### src/rtl/interp_sched_if.sv
// Bus between the interpolator scheduler, its sample source, the interpolator and the output sink.
// INTERP_SCHED_STATS_EN adds the out_cnt/replay_cnt/stall_cnt statistics signals.
interface interp_sched_if #(
   parameter int DATA_WIDTH = 19,
   parameter int MU_FRAC    = 16
);
   logic                  en;
   logic [MU_FRAC:0]      cfg_step;
   logic                  s_valid;
   logic                  s_ready;
   logic [DATA_WIDTH-1:0] s_data;
   logic [DATA_WIDTH-1:0] intp_data;
   logic [DATA_WIDTH-1:0] intp_mu;
   logic [DATA_WIDTH-1:0] intp_out;
   logic                  m_valid;
   logic [DATA_WIDTH-1:0] m_data;
   logic                  stall;
`ifdef INTERP_SCHED_STATS_EN
   logic [15:0]           out_cnt;
   logic [15:0]           replay_cnt;
   logic [15:0]           stall_cnt;

   modport master (
      output en, cfg_step, s_valid, s_data, intp_out,
      input  s_ready, intp_data, intp_mu, m_valid, m_data, stall,
      input  out_cnt, replay_cnt, stall_cnt
   );
   modport slave (
      input  en, cfg_step, s_valid, s_data, intp_out,
      output s_ready, intp_data, intp_mu, m_valid, m_data, stall,
      output out_cnt, replay_cnt, stall_cnt
   );
`else
   modport master (
      output en, cfg_step, s_valid, s_data, intp_out,
      input  s_ready, intp_data, intp_mu, m_valid, m_data, stall
   );
   modport slave (
      input  en, cfg_step, s_valid, s_data, intp_out,
      output s_ready, intp_data, intp_mu, m_valid, m_data, stall
   );
`endif
endinterface

### src/rtl/interp_sched.sv
// Sample-rate scheduler for the float cubic interpolator: NCO window/mu decisions and tap-slot sequencing.
// Optional statistics counters are enabled with INTERP_SCHED_STATS_EN.
//
// state  | meaning
// IDLE   | disabled, waiting for en
// PRIME  | filling the 4-sample history, no output
// DECIDE | waiting for a needed sample (after PRIME or a source gap)
// SLOT1  | coherent advance: one slot presenting the newest sample
// REPLAY | four slots re-presenting the whole window to rebuild the delay line
module interp_sched #(
   parameter int DATA_WIDTH = 19,
   parameter int MU_FRAC    = 16,
   parameter int SLOT_LEN   = 9,
   parameter int OUT_LAT    = 8
) (
   input  logic             clk,
   input  logic             rst_n,
   interp_sched_if.slave    bus
);
   localparam int SCW  = $clog2(SLOT_LEN);
   localparam int MANT = DATA_WIDTH - 9;
   localparam logic [MU_FRAC:0] ONE = {1'b1, {MU_FRAC{1'b0}}};

   localparam logic [2:0] S_IDLE   = 3'd0;
   localparam logic [2:0] S_PRIME  = 3'd1;
   localparam logic [2:0] S_DECIDE = 3'd2;
   localparam logic [2:0] S_SLOT1  = 3'd3;
   localparam logic [2:0] S_REPLAY = 3'd4;

   logic [2:0]            state;
   logic [SCW-1:0]        slot_cyc;
   logic [1:0]            rep_idx;
   logic [1:0]            prime_cnt;
   logic [MU_FRAC:0]      acc;
   logic                  coherent;
   logic [DATA_WIDTH-1:0] hist [4];

   logic [DATA_WIDTH-1:0] intp_data_r, intp_mu_r, m_data_r;
   logic                  m_valid_r, stall_r;

   logic [MU_FRAC:0]      step_sat, acc_base, acc_dec;
   logic                  out_slot, slot_last, cap, decide_pt, need, s_ready_c, hs;
   logic                  adv, coh_eff, wait_now, stall_set, go_slot1, go_replay;
   logic [DATA_WIDTH-1:0] hist_sh [4];

   // Float rendering of the NCO fraction: normalise on the leading one, truncate the mantissa.
   function automatic logic [DATA_WIDTH-1:0] mu_conv(input logic [MU_FRAC-1:0] f);
      logic [MU_FRAC-1:0] norm;
      logic [7:0]         e;
      int                 p;
      p = 0;
      for (int i = 0; i < MU_FRAC; i++)
         if (f[i]) p = i;
      norm = f << (MU_FRAC - 1 - p);
      e    = 8'(127 - MU_FRAC + p);
      mu_conv = (f == '0) ? '0 : {1'b0, e, norm[MU_FRAC-2 -: MANT]};
   endfunction

   always_comb begin
      step_sat  = (bus.cfg_step > ONE) ? ONE : bus.cfg_step;
      out_slot  = (state == S_SLOT1) || ((state == S_REPLAY) && (rep_idx == 2'd3));
      slot_last = (slot_cyc == SCW'(SLOT_LEN - 1));
      cap       = bus.en && out_slot && (slot_cyc == SCW'(OUT_LAT));
      decide_pt = bus.en && ((state == S_DECIDE) || (out_slot && slot_last));
      // In the output slot the step is applied combinationally so the decision sees the new phase.
      acc_base  = (state == S_DECIDE) ? acc : acc + step_sat;
      need      = acc_base[MU_FRAC];
      s_ready_c = bus.en && ((state == S_PRIME) || (decide_pt && need));
      hs        = bus.s_valid && s_ready_c;
      adv       = need && hs;
      acc_dec   = adv ? acc_base - ONE : acc_base;
      // Capture in the output slot has happened by its last cycle, even when OUT_LAT is that cycle.
      coh_eff   = out_slot || coherent;
      wait_now  = decide_pt && need && !bus.s_valid;
      stall_set = wait_now && (state != S_DECIDE);
      go_slot1  = decide_pt && !wait_now && coh_eff && adv;
      go_replay = decide_pt && !wait_now && !(coh_eff && adv);
      hist_sh   = hist;
      if (hs) begin
         hist_sh[0] = hist[1];
         hist_sh[1] = hist[2];
         hist_sh[2] = hist[3];
         hist_sh[3] = bus.s_data;
      end
   end

   always_ff @(posedge clk or negedge rst_n) begin
      if (!rst_n) begin
         state       <= S_IDLE;
         slot_cyc    <= '0;
         rep_idx     <= '0;
         prime_cnt   <= '0;
         acc         <= '0;
         coherent    <= 1'b0;
         intp_data_r <= '0;
         intp_mu_r   <= '0;
         m_data_r    <= '0;
         m_valid_r   <= 1'b0;
         stall_r     <= 1'b0;
         for (int i = 0; i < 4; i++) hist[i] <= '0;
      end else if (!bus.en) begin
         state     <= S_IDLE;
         slot_cyc  <= '0;
         rep_idx   <= '0;
         prime_cnt <= '0;
         acc       <= '0;
         coherent  <= 1'b0;
         m_valid_r <= 1'b0;
         stall_r   <= 1'b0;
      end else begin
         m_valid_r <= cap;
         stall_r   <= stall_set;
         hist      <= hist_sh;
         if (cap) begin
            m_data_r <= bus.intp_out;
            coherent <= 1'b1;
         end
         case (state)
            S_IDLE: begin
               state     <= S_PRIME;
               prime_cnt <= '0;
            end
            S_PRIME: begin
               if (hs) begin
                  prime_cnt <= prime_cnt + 2'd1;
                  if (prime_cnt == 2'd3) begin
                     state    <= S_DECIDE;
                     acc      <= '0;
                     coherent <= 1'b0;
                  end
               end
            end
            default: begin
               if (wait_now) begin
                  state    <= S_DECIDE;
                  acc      <= acc_base;
                  coherent <= 1'b0;
               end else if (decide_pt) begin
                  acc       <= acc_dec;
                  intp_mu_r <= mu_conv(acc_dec[MU_FRAC-1:0]);
                  slot_cyc  <= '0;
                  rep_idx   <= '0;
                  if (go_slot1) begin
                     state       <= S_SLOT1;
                     intp_data_r <= hist_sh[3];
                  end else begin
                     state       <= S_REPLAY;
                     intp_data_r <= hist_sh[0];
                  end
               end else if (slot_last) begin
                  slot_cyc    <= '0;
                  rep_idx     <= rep_idx + 2'd1;
                  intp_data_r <= hist[rep_idx + 2'd1];
               end else begin
                  slot_cyc <= slot_cyc + SCW'(1);
               end
            end
         endcase
      end
   end

   assign bus.s_ready   = s_ready_c;
   assign bus.intp_data = intp_data_r;
   assign bus.intp_mu   = intp_mu_r;
   assign bus.m_valid   = m_valid_r;
   assign bus.m_data    = m_data_r;
   assign bus.stall     = stall_r;

`ifdef INTERP_SCHED_STATS_EN
   logic [15:0] out_cnt, replay_cnt, stall_cnt;

   always_ff @(posedge clk or negedge rst_n) begin
      if (!rst_n) begin
         out_cnt    <= '0;
         replay_cnt <= '0;
         stall_cnt  <= '0;
      end else if (!bus.en) begin
         out_cnt    <= '0;
         replay_cnt <= '0;
         stall_cnt  <= '0;
      end else begin
         if (m_valid_r && (out_cnt != 16'hFFFF))    out_cnt    <= out_cnt + 16'd1;
         if (go_replay && (replay_cnt != 16'hFFFF)) replay_cnt <= replay_cnt + 16'd1;
         if (stall_r && (stall_cnt != 16'hFFFF))    stall_cnt  <= stall_cnt + 16'd1;
      end
   end

   assign bus.out_cnt    = out_cnt;
   assign bus.replay_cnt = replay_cnt;
   assign bus.stall_cnt  = stall_cnt;
`endif
endmodule

### src/flat_wrapper.sv
// flat-port wrapper written by rule: the top's interface ports become plain ports
module interp_sched_flat 
#(
   parameter int DATA_WIDTH = 19,
   parameter int MU_FRAC    = 16,
   parameter int SLOT_LEN   = 9,
   parameter int OUT_LAT    = 8
)
  (clk, rst_n, bus_en, bus_cfg_step, bus_s_valid, bus_s_data, bus_intp_out, bus_s_ready, bus_intp_data, bus_intp_mu, bus_m_valid, bus_m_data, bus_stall);
  interp_sched_if #(.DATA_WIDTH(DATA_WIDTH), .MU_FRAC(MU_FRAC)) bus_i ();
  input  logic clk;
  input  logic rst_n;
  input wire logic [$bits(bus_i.en)-1:0] bus_en;
  input wire logic [$bits(bus_i.cfg_step)-1:0] bus_cfg_step;
  input wire logic [$bits(bus_i.s_valid)-1:0] bus_s_valid;
  input wire logic [$bits(bus_i.s_data)-1:0] bus_s_data;
  input wire logic [$bits(bus_i.intp_out)-1:0] bus_intp_out;
  output wire logic [$bits(bus_i.s_ready)-1:0] bus_s_ready;
  output wire logic [$bits(bus_i.intp_data)-1:0] bus_intp_data;
  output wire logic [$bits(bus_i.intp_mu)-1:0] bus_intp_mu;
  output wire logic [$bits(bus_i.m_valid)-1:0] bus_m_valid;
  output wire logic [$bits(bus_i.m_data)-1:0] bus_m_data;
  output wire logic [$bits(bus_i.stall)-1:0] bus_stall;
  assign bus_i.en = bus_en;
  assign bus_i.cfg_step = bus_cfg_step;
  assign bus_i.s_valid = bus_s_valid;
  assign bus_i.s_data = bus_s_data;
  assign bus_i.intp_out = bus_intp_out;
  assign bus_s_ready = bus_i.s_ready;
  assign bus_intp_data = bus_i.intp_data;
  assign bus_intp_mu = bus_i.intp_mu;
  assign bus_m_valid = bus_i.m_valid;
  assign bus_m_data = bus_i.m_data;
  assign bus_stall = bus_i.stall;
  interp_sched #(.DATA_WIDTH(DATA_WIDTH), .MU_FRAC(MU_FRAC), .SLOT_LEN(SLOT_LEN), .OUT_LAT(OUT_LAT)) u_core (.clk(clk), .rst_n(rst_n), .bus(bus_i));
endmodule
### config.mk
export PLATFORM = sky130hd
export DESIGN_NAME = interp_sched_flat
export DESIGN_NICKNAME = d
export VERILOG_FILES = /design/src/rtl/interp_sched_if.sv /design/src/rtl/interp_sched.sv /design/src/flat_wrapper.sv
export SDC_FILE = /design/constraint.sdc
export NUM_CORES = 1
export LEC_CHECK = 0
export CAP_MARGIN = 20
export CORE_MARGIN = 2
export CORE_UTILIZATION = 51
export DETAILED_ROUTE_END_ITERATION = 16
export PLACE_DENSITY = 0.88
export SETUP_SLACK_MARGIN = 0.2
export SYNTH_ARGS = -nofsm -noshare
export SYNTH_HDL_FRONTEND = slang
export SYNTH_SLANG_ARGS = --single-unit
export TNS_END_PERCENT = 5
### constraint.sdc
create_clock -name clk -period 3.81 [get_ports clk]
set_input_delay 0.5715 -clock clk [delete_from_list [all_inputs] [get_ports clk]]
set_output_delay 0.5715 -clock clk [all_outputs]
set_load 0.1 [all_outputs]
======== Word-level counts from Yosys, hierarchy flattened ========
Cells that the tools add are included.
cells by class
  add/subtract/negate cells ............... 7
  order comparisons ....................... 2
  equality and inequality tests ........... 17
  shift operators ......................... 1
  muxes and demuxes ....................... 64
  bitwise operators ....................... 3
  reductions and logical operators ........ 33
operator list
  operator                number
  $mux 17                 8
  $mux 32                 4
  $mux 19                 5
  $mux 76                 1
  $mux 4                  13
  $bmux 19 s2             1
  $pmux 17 s2             1
  $shl 16x32->15          1
  $sub 5x32->32 const A   1
  $mux 3                  10
  $mux 18                 1
  $mux 2                  9
  $add 17x17->17          1
  $gt 17x17->1 const B    1
  $sub 17x17->17 const B  1
  $logic_not 16->1        1
  $logic_and 1x1->1       14
  $reduce_and 4->1        3
  $add 8x8->8 const A     1
  $mux 1                  8
  $reduce_and 2->1        4
  $eq 3x2->1 const B      2
  $ne 2x2->1 const B      3
  $ne 3x1->1 const B      2
  other kinds (22)        31
word-level totals
  flip-flop bits (word level) ............. 164
  output and inout port bits .............. 60
  word-level logic and storage cells ...... 142

======== Longest topological paths before layout ========
Gate-level depths: netlist (run 1).
  depth after elaboration ................. 34
  mapped depth ............................ 17
  mapped depth without buffers ............ 15

======== Worst setup path after synthesis (run 1) ========
OpenSTA, ideal clock, no wires.
  kind .................................... input-to-reg
  start ................................... in bus_cfg_step[3]
  end ..................................... reg u_core.intp_mu_r[0] (netlist: u_core.bus.intp_mu[0])
  setup time .............................. 0.122 ns
  arrival ................................. 4.068 ns
  data required time ...................... 3.688 ns
  path slack .............................. -0.380 ns
  cell stages on the path ................. 15
  cell sequence ........................... nor4_1 a41oi_1 nor2b_1 ha_1 a21oi_1 nor2b_1 or3b_1 a41oi_2 nand2_1 o211ai_2 a21oi_4 mux4_2 o2bb2ai_1 mux2_2 a22o_1
on the way
  longest elaborated chain between the ends .. 32
RTL lines
  element                                                  RTL line             RTL
  start: declaration                                       flat_wrapper.sv:14   input wire logic [$bits(bus_i.cfg_step)-1:0] bus_cfg_step;
  $gt 17x17->1                                             interp_sched.sv:60   step_sat = (bus.cfg_step > ONE) ? ONE : bus.cfg_step;
  $mux 17 (*)                                              interp_sched.sv:60
  $add 17x17->17 (*)                                       interp_sched.sv:66   acc_base = (state == S_DECIDE) ? acc : acc + step_sat;
  $mux 17 (*)                                              interp_sched.sv:66
  branches (longest 28 deep; another with $sub 17x17->17)  n/a
  end signal: assignment                                   interp_sched.sv:140  intp_mu_r <= mu_conv(acc_dec[MU_FRAC-1:0]);
  end: declaration                                         interp_sched.sv:38   logic [DATA_WIDTH-1:0] intp_data_r, intp_mu_r, m_data_r;
Mark *: on every way between the ends. The select of a mux whose other input is x is not followed.
A chain may end at the register's enable or synchronous reset.

======== Worst setup path after layout (run 1) ========
  start ................................... in bus_cfg_step[0]
  end ..................................... reg u_core.intp_mu_r[0] (netlist: u_core.bus.intp_mu[0])
Same word-level chain as after synthesis.

==> results_tabular.tex, run 1 <==
\begin{tabular}{lr}
\hline
Metric & Value \\
\hline
\multicolumn{2}{l}{\textbf{Critical path}} \\
\quad CP Launch Point & bus\_cfg\_step[0] \\
\quad Worst Path Class, Setup & in2reg \\
\quad Worst path required time & between 4 and 5 ns \\
\quad Reg2Reg Depth & 16 \\
\quad CP arrival & roughly 4.4 ns \\
\quad Launching element type of the critical path & primary input \\
\quad Worst Setup End Kind & flip-flop \\
\quad Launch instance of the worst register-to-register path & u\_core.acc[0]\$\_DFFE\_PN0P\_ \\
\quad R2R Setup Slk & -0.04 ns \\
\quad Critical Path Sink & u\_core.bus.intp\_mu[0]\$\_DFFE\_PN0P\_ \\
\quad Top fanout value on the critical path & 5 \\
\quad Worst reg2reg path endpoint & u\_core.bus.intp\_mu[0]\$\_DFFE\_PN0P\_ \\
\multicolumn{2}{l}{\textbf{CTS}} \\
\quad Clock-pin slew on the worst setup and hold paths & approximately 0.07 ns \\
\quad Number of buffers between clock root and the deepest sink & 2 \\
\quad Hold-fix buffer count after cts & 0 \\
\quad Inserted Clock Buffers & 17 \\
\quad Sinks on the clock net & between 150 and 200 \\
\quad Clock tree from TritonCTS & built \\
\quad Later-pin clock latency in the skew report & approximately 0.43 ns \\
\quad H-tree levels & 4 \\
\quad Clock root cell & sky130\_fd\_sc\_hd\_\_clkbuf\_16 \\
\multicolumn{2}{l}{\textbf{Floorplanning}} \\
\quad Die width & 142 µm \\
\quad Core box area & approximately 19000 µm² \\
\quad Number of rows in the core area & 50 \\
\quad Initial cell density of the core & 0.520 \\
\quad Overall die area & 20300 µm² \\
\quad Die span in y & $\sim$140 µm \\
\quad I/O pin count & about 120 \\
\multicolumn{2}{l}{\textbf{Status}} \\
\quad Result of the run & finished with violations \\
\quad Failing checks & negative setup slack \\
\multicolumn{2}{l}{\textbf{Synthesis}} \\
\quad Post-synth design cell area & $\sim$9800 µm² \\
\quad Proportion of synthesized chip area in sequential cells & 0.413 \\
\quad Avg Cell Area, Syn & 10.4 µm² \\
\quad Share of async-settable or async-resettable flops after synthesis & 1.00 \\
\quad Largest cells by area after synthesis & sky130\_fd\_sc\_hd\_\_dfrtp\_1 (41\%), sky130\_fd\_sc\_hd\_\_mux2\_2 (11\%), sky130\_fd\_sc\_hd\_\_nand2\_1 (5.5\%) \\
\quad Yosys reg bits & between 150 and 200 \\
\quad Number of flops mapped to enable cells by yosys & 0 \\
\quad Largest area contributor in the netlist & sky130\_fd\_sc\_hd\_\_dfrtp\_1 \\
\quad Main synth FF type & sky130\_fd\_sc\_hd\_\_dfrtp\_1 \\
\quad Warning count from the yosys run & 0 \\
\quad Number of instances in the synthesized netlist & roughly 940 \\
\quad Unique cell type count in the Yosys netlist & 94 \\
\quad Area share of the largest cell type after synthesis & 0.413 \\
\multicolumn{2}{l}{\textbf{Power}} \\
\quad Power per cell area & approximately 820 nW/µm² \\
\quad Share of total power in the clock network & 0.147 \\
\quad Net Switching & approximately 0.0053 W \\
\quad Net switching share of the total power & 0.454 \\
\quad Internal Dissipation & between 0.006 and 0.007 W \\
\quad Relative contribution of sequential cells to total power & 0.254 \\
\quad Largest vdd supply drop & 942 µV \\
\quad Pleak & $\sim$6.7 nW \\
\quad Part of the total power dissipated in combinational logic & 0.599 \\
\multicolumn{2}{l}{\textbf{Detailed routing}} \\
\quad Routed Antenna Nets & 0 \\
\quad Routed Wire Length & 34100 µm \\
\quad DRC violations left & 0 \\
\quad Iteration-0 DRC count of the detailed router & between 900 and 1000 \\
\quad Routed len/inst & approximately 23 µm \\
\quad First-pass DRT Iterations & 7 \\
\quad Vias post-DR & 9398 \\
\quad DR vias/cell & approximately 6.4 \\
\multicolumn{2}{l}{\textbf{Timing}} \\
\quad Actual transition at the worst max-transition pin & about 1.1 ns \\
\quad Final setup fails & 34 \\
\quad Unrepaired setup endpoints after global routing & true \\
\quad Upper clock frequency limit & approximately 0.25 GHz \\
\quad Worst clock skew on the final layout & roughly 0.010 ns \\
\quad Count of final hold-check violations & 0 \\
\quad Min setup slack post-route & -0.233 ns \\
\quad Final critical delay including setup and external delays & between 4 and 5 ns \\
\quad Worst slew margin & 0.296 \\
\quad Final period utilization & 1.06 \\
\quad Number of slew-limit violations in the final report & 0 \\
\multicolumn{2}{l}{\textbf{Place}} \\
\quad Placed Instance Area & 12400 µm² \\
\quad RD Place Congestion & 0.929 \\
\quad Post-detail-place hpwl & 19200 µm \\
\quad Number of buffers added on ports & 116 \\
\quad Number of placed instances with taps included & about 1400 \\
\multicolumn{2}{l}{\textbf{Finish}} \\
\quad Final layout net count & roughly 1300 \\
\quad \# fillers & about 1100 \\
\quad Final non-filler cell total & around 1500 \\
\quad Layout area overhead & 47.8\% \\
\quad Post-route design area & about 14000 µm² \\
\quad Share of post-route cells with drive strength above 1 & 0.417 \\
\quad Total inserted antenna cells & 0 \\
\multicolumn{2}{l}{\textbf{Global routing}} \\
\quad Pin count of the biggest net entering global routing & 95 \\
\quad Total global-route track usage & 0.319 \\
\quad Number of global-route vias before repair & approximately 9700 \\
\quad Wire length of the first global-routing pass & 50500 µm \\
\quad GRT overflow & 0 \\
\quad Initial antenna violation count & 0 \\
\multicolumn{2}{l}{\textbf{Flow run}} \\
\quad Max-cap check violation count & 0 \\
\multicolumn{2}{l}{\textbf{Min path}} \\
\quad Kind of path behind the tightest hold check & in2async \\
\hline
\end{tabular}
power by group through the flow:
stage | Sequential, W | Clock [W] | Combinational [W]
2_1_floorplan | 0.00396 | 0 | 0.00292
3_3_place_gp | 0.00279 | 0 | 0.00569
3_5_place_dp | 0.00285 | 0 | 0.00585
4_1_cts | 0.00286 | 0.00173 | 0.00648
5_1_grt | 0.00302 | 0.00181 | 0.00733
6_report | 0.00299 | 0.00172 | 0.00704
flip-flops by register name (all words and copies together) (netlist names):
name and flops:
u_core.acc 17, u_core.bus.intp_data 19, u_core.bus.intp_mu 16, u_core.bus.m_data 19, u_core.bus.m_valid 1, u_core.bus.stall 1, u_core.coherent 1, u_core.hist 76
u_core.prime_cnt 2, u_core.rep_idx 2, u_core.slot_cyc 4, u_core.state 3
metal layers:
layer | global-route usage | part of all wire | routed length (µm) | up-vias
li1 | - | - | - | 3977
met1 | 0.373 | 0.35 | 12000 | 4660
met2 | 0.567 | 0.52 | 17800 | 599
met3 | 0.0612 | 0.075 | 2570 | 162
met4 | 0.149 | 0.049 | 1670 | 0
met5 | 0 | 0 | 0 | -
cells in the mapped netlist (9+ instances only):
| cell | instances |
|---|---|
| sky130_fd_sc_hd__inv_1 | 18 |
| sky130_fd_sc_hd__buf_2 | 14 |
| sky130_fd_sc_hd__clkbuf_1 | 33 |
| sky130_fd_sc_hd__mux4_2 | 20 |
| sky130_fd_sc_hd__mux2i_1 | 21 |
| sky130_fd_sc_hd__nand3_1 | 12 |
| sky130_fd_sc_hd__o21ai_0 | 35 |
| sky130_fd_sc_hd__ha_1 | 21 |
| sky130_fd_sc_hd__nor2_1 | 48 |
| sky130_fd_sc_hd__a21oi_1 | 41 |
| sky130_fd_sc_hd__dfrtp_1 | 161 |
| sky130_fd_sc_hd__o21a_1 | 9 |
| sky130_fd_sc_hd__a21o_1 | 10 |
| sky130_fd_sc_hd__nor2b_1 | 22 |
| sky130_fd_sc_hd__a31oi_1 | 22 |
| sky130_fd_sc_hd__nand2_1 | 142 |
| sky130_fd_sc_hd__nand2b_1 | 10 |
| sky130_fd_sc_hd__and3_1 | 20 |
| sky130_fd_sc_hd__mux2_2 | 99 |
| sky130_fd_sc_hd__o31ai_1 | 13 |
cells in the final DEF, fill, tap and decap left out, types with 8 or more instances in the layout:
cell,n
sky130_fd_sc_hd__and3_1,18
sky130_fd_sc_hd__mux2_4,89
sky130_fd_sc_hd__o31ai_1,9
sky130_fd_sc_hd__o21ai_1,13
sky130_fd_sc_hd__nand2_2,8
sky130_fd_sc_hd__nor2_1,46
sky130_fd_sc_hd__mux4_2,20
sky130_fd_sc_hd__mux2_2,17
sky130_fd_sc_hd__nand2_1,131
sky130_fd_sc_hd__buf_12,13
sky130_fd_sc_hd__a21oi_1,34
sky130_fd_sc_hd__ha_1,11
sky130_fd_sc_hd__clkdlybuf4s50_1,97
sky130_fd_sc_hd__clkbuf_16,17
sky130_fd_sc_hd__a31oi_1,20
sky130_fd_sc_hd__buf_4,166
sky130_fd_sc_hd__a21o_1,10
sky130_fd_sc_hd__nand3_1,9
sky130_fd_sc_hd__o21a_1,8
sky130_fd_sc_hd__o21ai_0,23
sky130_fd_sc_hd__nand2b_1,9
sky130_fd_sc_hd__ha_4,8
sky130_fd_sc_hd__inv_1,17
sky130_fd_sc_hd__dfrtp_1,161
sky130_fd_sc_hd__buf_6,27
sky130_fd_sc_hd__mux2i_1,19
sky130_fd_sc_hd__nor2b_1,11
worst min-delay path by stage:
stage | endpoint | start | cells past startpoint | slack [ns]
detailed placement | u_core.bus.m_data[11]$_DFFE_PN0P_ | u_core.bus.m_data[11]$_DFFE_PN0P_ | 2 | 0.46
floorplan | u_core.acc[0]$_DFFE_PN0P_ | rst_n | 0 | 0.28
global route | u_core.hist[44]$_DFFE_PN0P_ | rst_n | 1 | 0.31
CTS | u_core.hist[44]$_DFFE_PN0P_ | rst_n | 1 | 0.27
global placement | u_core.bus.m_data[1]$_DFFE_PN0P_ | u_core.bus.m_data[1]$_DFFE_PN0P_ | 2 | 0.46
finish | u_core.hist[44]$_DFFE_PN0P_ | rst_n | 1 | 0.24
what timing repair did:
action                                  in CTS  in global routing
resized for setup                          199                112
pin swaps                                   37                 62
endpoints found under the setup margin     124                122
buffers inserted                            22                 18
gates cloned                                 3                  0
logic make-up after synthesis:
logic type / Yosys count / share of synthesized area
buf+inv: 79 / 0.0395
fa+ha+maj: 22 / 0.0290
simple gates: 313 / 0.157
xor+xnor: 8 / 0.00718
compound gates: 207 / 0.155
mux: 151 / 0.199
other cells: 1 / 0.000384
flops: 161 / 0.413
per-stage QoR:
| stage | power [W] | util | hold slack, ns | setup slack [ns] | setup TNS (ns) |
|---|---|---|---|---|---|
| 2_1_floorplan | 0.00688 | - | 0.276 | -0.195 | -3.36 |
| 3_3_place_gp | 0.00848 | 0.663 | 0.458 | -0.857 | -84.45 |
| 4_1_cts | 0.0111 | 0.735 | 0.270 | -0.205 | -2.62 |
| 6_report | 0.0118 | 0.768 | 0.235 | -0.233 | -4.00 |
| 3_5_place_dp | 0.00870 | 0.663 | 0.462 | -1.02 | -96.31 |
| 5_1_grt | 0.0122 | 0.768 | 0.306 | -0.353 | -8.45 |
critical path, stage by stage:
cell                        delay [ns]
sky130_fd_sc_hd__buf_6            0.10
sky130_fd_sc_hd__nor4_4           0.32
sky130_fd_sc_hd__a41oi_4          0.21
sky130_fd_sc_hd__buf_6            0.16
sky130_fd_sc_hd__nor2b_4          0.12
sky130_fd_sc_hd__ha_4             0.22
sky130_fd_sc_hd__buf_6            0.11
sky130_fd_sc_hd__a21o_1           0.20
sky130_fd_sc_hd__o211a_4          0.27
sky130_fd_sc_hd__a21oi_4          0.16
sky130_fd_sc_hd__mux2i_1          0.25
sky130_fd_sc_hd__buf_4            0.17
sky130_fd_sc_hd__a21bo_4          0.24
sky130_fd_sc_hd__a21oi_4          0.20
sky130_fd_sc_hd__mux4_2           0.41
sky130_fd_sc_hd__o2bb2ai_2        0.16
sky130_fd_sc_hd__mux2_4           0.29
sky130_fd_sc_hd__a22o_1           0.20
layout make-up:
cell class | instances | area [µm²] | area share
clock inverters | 14 | 149 | 0.0103
well taps | 234 | 293 | 0.0203
repair buffers | 320 | 3030 | 0.210
flip-flops and latches | 161 | 4030 | 0.279
clock buffers | 18 | 439 | 0.0305
multi-input cells | 703 | 6400 | 0.444
inverters | 20 | 77.6 | 0.00538
No activity file was read; power rests on OpenSTA's default activity.
==> run 2: changes to the inputs <==
--- a/config.mk
+++ b/config.mk
@@ -11,6 +11,7 @@
 export DETAILED_ROUTE_END_ITERATION = 16
 export PLACE_DENSITY = 0.88
 export SETUP_SLACK_MARGIN = 0.2
+export SLEW_MARGIN = 20
 export SYNTH_ARGS = -nofsm -noshare
 export SYNTH_HDL_FRONTEND = slang
 export SYNTH_SLANG_ARGS = --single-unit
==> results of run 2 <==
No change in the layout: final DEF, timing and power equal those of run 1.
==> run 3: changes to the inputs <==
--- a/config.mk
+++ b/config.mk
@@ -7,9 +7,9 @@
 export LEC_CHECK = 0
 export CAP_MARGIN = 20
 export CORE_MARGIN = 2
-export CORE_UTILIZATION = 51
+export CORE_UTILIZATION = 45
 export DETAILED_ROUTE_END_ITERATION = 16
-export PLACE_DENSITY = 0.88
+export PLACE_DENSITY = 0.8
 export SETUP_SLACK_MARGIN = 0.2
 export SLEW_MARGIN = 20
 export SYNTH_ARGS = -nofsm -noshare
==> run 3 against run 2 <==
  * The flow still finishes with violations (negative setup slack)
  * Critical path type is now in2out
  * Fmax shrank 0.90%
  * Via count is 7.1% lower
  * Final area fell by 2.7%
  * Sequential cell count unchanged
  * Register-to-register slack improved by 0.02 ns
  * Non-clock buffer count down 20
  * Sequential share of layout area rose by 0.77 points
  * Critical endpoint is now bus_s_ready
  * Routed wire length down 14%
==> results_tabular.tex, run 3 (same netlist as run 1, synthesis figures left out) <==
\begin{tabular}{lr}
\hline
Metric & Value \\
\hline
\multicolumn{2}{l}{\textbf{CTS}} \\
\quad Number of buffers between clock root and the deepest sink & 2 (unchanged) \\
\quad Inserted Clock Buffers & 17 (unchanged) \\
\quad Later-pin clock latency in the skew report & 0.44 ns (about the same) \\
\quad Clock root cell & sky130\_fd\_sc\_hd\_\_clkbuf\_16 \\
\quad H-tree levels & 4 (unchanged) \\
\quad Clock-pin slew on the worst setup and hold paths & 0.07 ns (about the same) \\
\quad Clock tree from TritonCTS & built \\
\quad Sinks on the clock net & 161 (unchanged) \\
\multicolumn{2}{l}{\textbf{Timing}} \\
\quad Count of final hold-check violations & 0 (unchanged) \\
\quad Final period utilization & 1.07 (+0.00959) \\
\quad Worst Hold Margin & 0.196 ns (-0.0390 ns) \\
\quad Worst clock skew on the final layout & 0.0138 ns (+0.00373 ns) \\
\quad Number of slew-limit violations in the final report & 0 (unchanged) \\
\quad Worst slew margin & 0.311 (+0.0147) \\
\quad Unrepaired setup endpoints after global routing & true \\
\quad Final critical delay including setup and external delays & 4.08 ns (+0.0366 ns) \\
\quad Min setup slack post-route & -0.269 ns (-0.0366 ns) \\
\quad Upper clock frequency limit & 0.245 GHz (-0.90\%) \\
\quad Actual transition at the worst max-transition pin & 1.03 ns (-0.0253 ns) \\
\quad Final setup fails & 94 (+180\%) \\
\multicolumn{2}{l}{\textbf{Detailed routing}} \\
\quad DRC violations left & 0 (unchanged) \\
\quad DR vias/cell & 5.85 (-8.5\%) \\
\quad Vias post-DR & 8730 (-7.1\%) \\
\quad Routed len/inst & 19.7 µm (-15\%) \\
\quad Routed Antenna Nets & 0 (unchanged) \\
\quad Iteration-0 DRC count of the detailed router & 638 (-30\%) \\
\quad First-pass DRT Iterations & 5 (-2) \\
\quad Routed Wire Length & 29400 µm (-14\%) \\
\multicolumn{2}{l}{\textbf{Min path}} \\
\quad Kind of path behind the tightest hold check & in2async \\
\multicolumn{2}{l}{\textbf{Floorplanning}} \\
\quad I/O pin count & 119 (unchanged) \\
\quad Overall die area & 22900 µm² (+13\%) \\
\quad Die span in y & 151 µm (+6.3\%) \\
\quad Initial cell density of the core & 0.461 (-0.0586) \\
\quad Core box area & 21200 µm² (+13\%) \\
\quad Die width & 151 µm (+6.3\%) \\
\quad Number of rows in the core area & 53 (+6.0\%) \\
\multicolumn{2}{l}{\textbf{Status}} \\
\quad Result of the run & finished with violations \\
\quad Failing checks & negative setup slack \\
\multicolumn{2}{l}{\textbf{Finish}} \\
\quad Layout area overhead & 43.8\% \\
\quad Most common cell after layout, fill and taps aside & sky130\_fd\_sc\_hd\_\_dfrtp\_1 \\
\quad Highest-count cells in the layout ignoring fill and taps & sky130\_fd\_sc\_hd\_\_dfrtp\_1 (161), sky130\_fd\_sc\_hd\_\_buf\_4 (153), sky130\_fd\_sc\_hd\_\_nand2\_1 (124) \\
\quad Total inserted antenna cells & 0 (unchanged) \\
\quad Post-route design area & 14000 µm² (-2.7\%) \\
\quad Final layout net count & 1285 (-1.5\%) \\
\quad Share of post-route cells with drive strength above 1 & 0.395 (-0.0214) \\
\quad Register containing the most flip-flops in the final layout & u\_core.hist \\
\quad Final non-filler cell total & 1492 (+1.5\%) \\
\quad Flip-flop count of the largest register, all copies and words added & 76 (unchanged) \\
\multicolumn{2}{l}{\textbf{Global routing}} \\
\quad Initial antenna violation count & 0 (unchanged) \\
\quad Met1 track utilization from global routing & 0.324 (-0.0495) \\
\quad Total global-route track usage & 0.258 (-0.0613) \\
\quad Wire length of the first global-routing pass & 46300 µm (-8.4\%) \\
\quad Routing usage on met3 & 0.0455 (-0.0158) \\
\quad GRT overflow & 0 (unchanged) \\
\quad Number of global-route vias before repair & 8994 (-7.0\%) \\
\quad Met2 track demand over resource & 0.449 (-0.117) \\
\quad Pin count of the biggest net entering global routing & 88 (-7.4\%) \\
\quad Busiest metal layer after global routing & met2 \\
\multicolumn{2}{l}{\textbf{Power}} \\
\quad Power per cell area & 815 nW/µm² (about the same) \\
\quad Pleak & 6.55 nW (-2.5\%) \\
\quad Largest vdd supply drop & 621 µV (-34\%) \\
\multicolumn{2}{l}{\textbf{Flow run}} \\
\quad Max-cap check violation count & 0 (unchanged) \\
\multicolumn{2}{l}{\textbf{Critical path}} \\
\quad Worst path required time & 3.24 ns (-0.89 ns) \\
\quad Worst Setup End Kind & output port \\
\quad Worst Path Class, Setup & in2out \\
\quad CP arrival & 3.51 ns (-0.85 ns) \\
\quad Launching element type of the critical path & primary input \\
\quad Top fanout value on the critical path & 5 (unchanged) \\
\multicolumn{2}{l}{\textbf{Place}} \\
\quad Placed Instance Area & 12500 µm² (+0.41\%) \\
\quad Post-detail-place hpwl & 18400 µm (-3.9\%) \\
\quad RD Place Congestion & 0.960 (+3.3\%) \\
\quad Pre-CTS setup slack & -1.14 ns (-0.124 ns) \\
\quad Number of buffers added on ports & 116 (unchanged) \\
\quad Number of placed instances with taps included & 1431 (+2.6\%) \\
\hline
\end{tabular}
## run 3: cell count changes in the layout (fill, tap and decap cells not counted), sizes merged, moves of 2 or more
cell    before  now
clkinv       4    1
buf        219  200
inv         26   28
clkbuf      20   18
## run 3: per-stage QoR
step	utilization	setup TNS [ns]	total power, W
final	0.663	-7.32	0.0114
after CTS	0.649	-2.34	0.0111
after global routing	0.663	-27.52	0.0119
after detailed placement	0.591	-110.03	0.00867
after global placement	0.591	-95.62	0.00850
after floorplan	-	-3.36	0.00688
## run 3: path summary, 6_finish.rpt
kind | startpoint | endpoint | slack [ns] | cells past startpoint
min reg2reg | u_core.bus.m_data[0]$_DFFE_PN0P_ | u_core.bus.m_data[0]$_DFFE_PN0P_ | 0.47 | 2
max in group asynchronous | rst_n | u_core.bus.intp_mu[2]$_DFFE_PN0P_ | 2.66 | 2
min in group clk | u_core.bus.m_data[0]$_DFFE_PN0P_ | u_core.bus.m_data[0]$_DFFE_PN0P_ | 0.47 | 2
max | bus_cfg_step[0] | bus_s_ready | -0.27 | 18
min | rst_n | u_core.hist[1]$_DFFE_PN0P_ | 0.20 | 1
max reg2reg | u_core.acc[0]$_DFFE_PN0P_ | u_core.bus.intp_mu[3]$_DFFE_PN0P_ | -0.02 | 17
## run 3: worst max-delay path, cell delays in order
cell                      delay [ns]
sky130_fd_sc_hd__buf_6          0.09
sky130_fd_sc_hd__buf_6          0.10
sky130_fd_sc_hd__nor4_4         0.25
sky130_fd_sc_hd__buf_4          0.17
sky130_fd_sc_hd__a41oi_2        0.18
sky130_fd_sc_hd__nor2b_1        0.17
sky130_fd_sc_hd__ha_1           0.29
sky130_fd_sc_hd__and3_4         0.22
sky130_fd_sc_hd__o211a_1        0.14
sky130_fd_sc_hd__o21ai_4        0.08
sky130_fd_sc_hd__buf_6          0.13
sky130_fd_sc_hd__a21oi_4        0.06
sky130_fd_sc_hd__o21a_2         0.25
sky130_fd_sc_hd__o31a_1         0.27
sky130_fd_sc_hd__o21ai_2        0.17
sky130_fd_sc_hd__buf_6          0.13
sky130_fd_sc_hd__nand2_4        0.05
sky130_fd_sc_hd__buf_12         0.16
## run 3: final cells by class
cell class | instances | area [µm²]
repair buffers | 300 | 2760
clock buffers | 18 | 439
clock inverters | 14 | 168
well taps | 275 | 344
fillers | 1471 | 7120
multi-input cells | 704 | 6220
flip-flops and latches | 161 | 4030
inverters | 20 | 75.1
## run 3: timing repair
| action | 4_1_cts | 5_1_grt |
|---|---|---|
| pin swaps | 43 | 49 |
| setup buffers | 21 | 6 |
| gates resized for setup | 191 | 64 |
| gates cloned | 2 | 0 |
| hold buffers | 0 | 0 |
| setup endpoints to repair | 124 | 122 |
## run 3: power breakdown
part           internal [W]  total [W]  switching (W)  leakage [nW]
clock network       0.00101    0.00179       0.000784         0.292
logic               0.00303    0.00673        0.00370          4.21
registers           0.00234    0.00291       0.000576          2.05
total               0.00638     0.0114        0.00506          6.55
## run 3: routing by layer
metal,share of wire,vias up
met3,0.067,80
met2,0.51,380
met1,0.40,4311
met4,0.024,0
li1,-,3959
met5,0,-
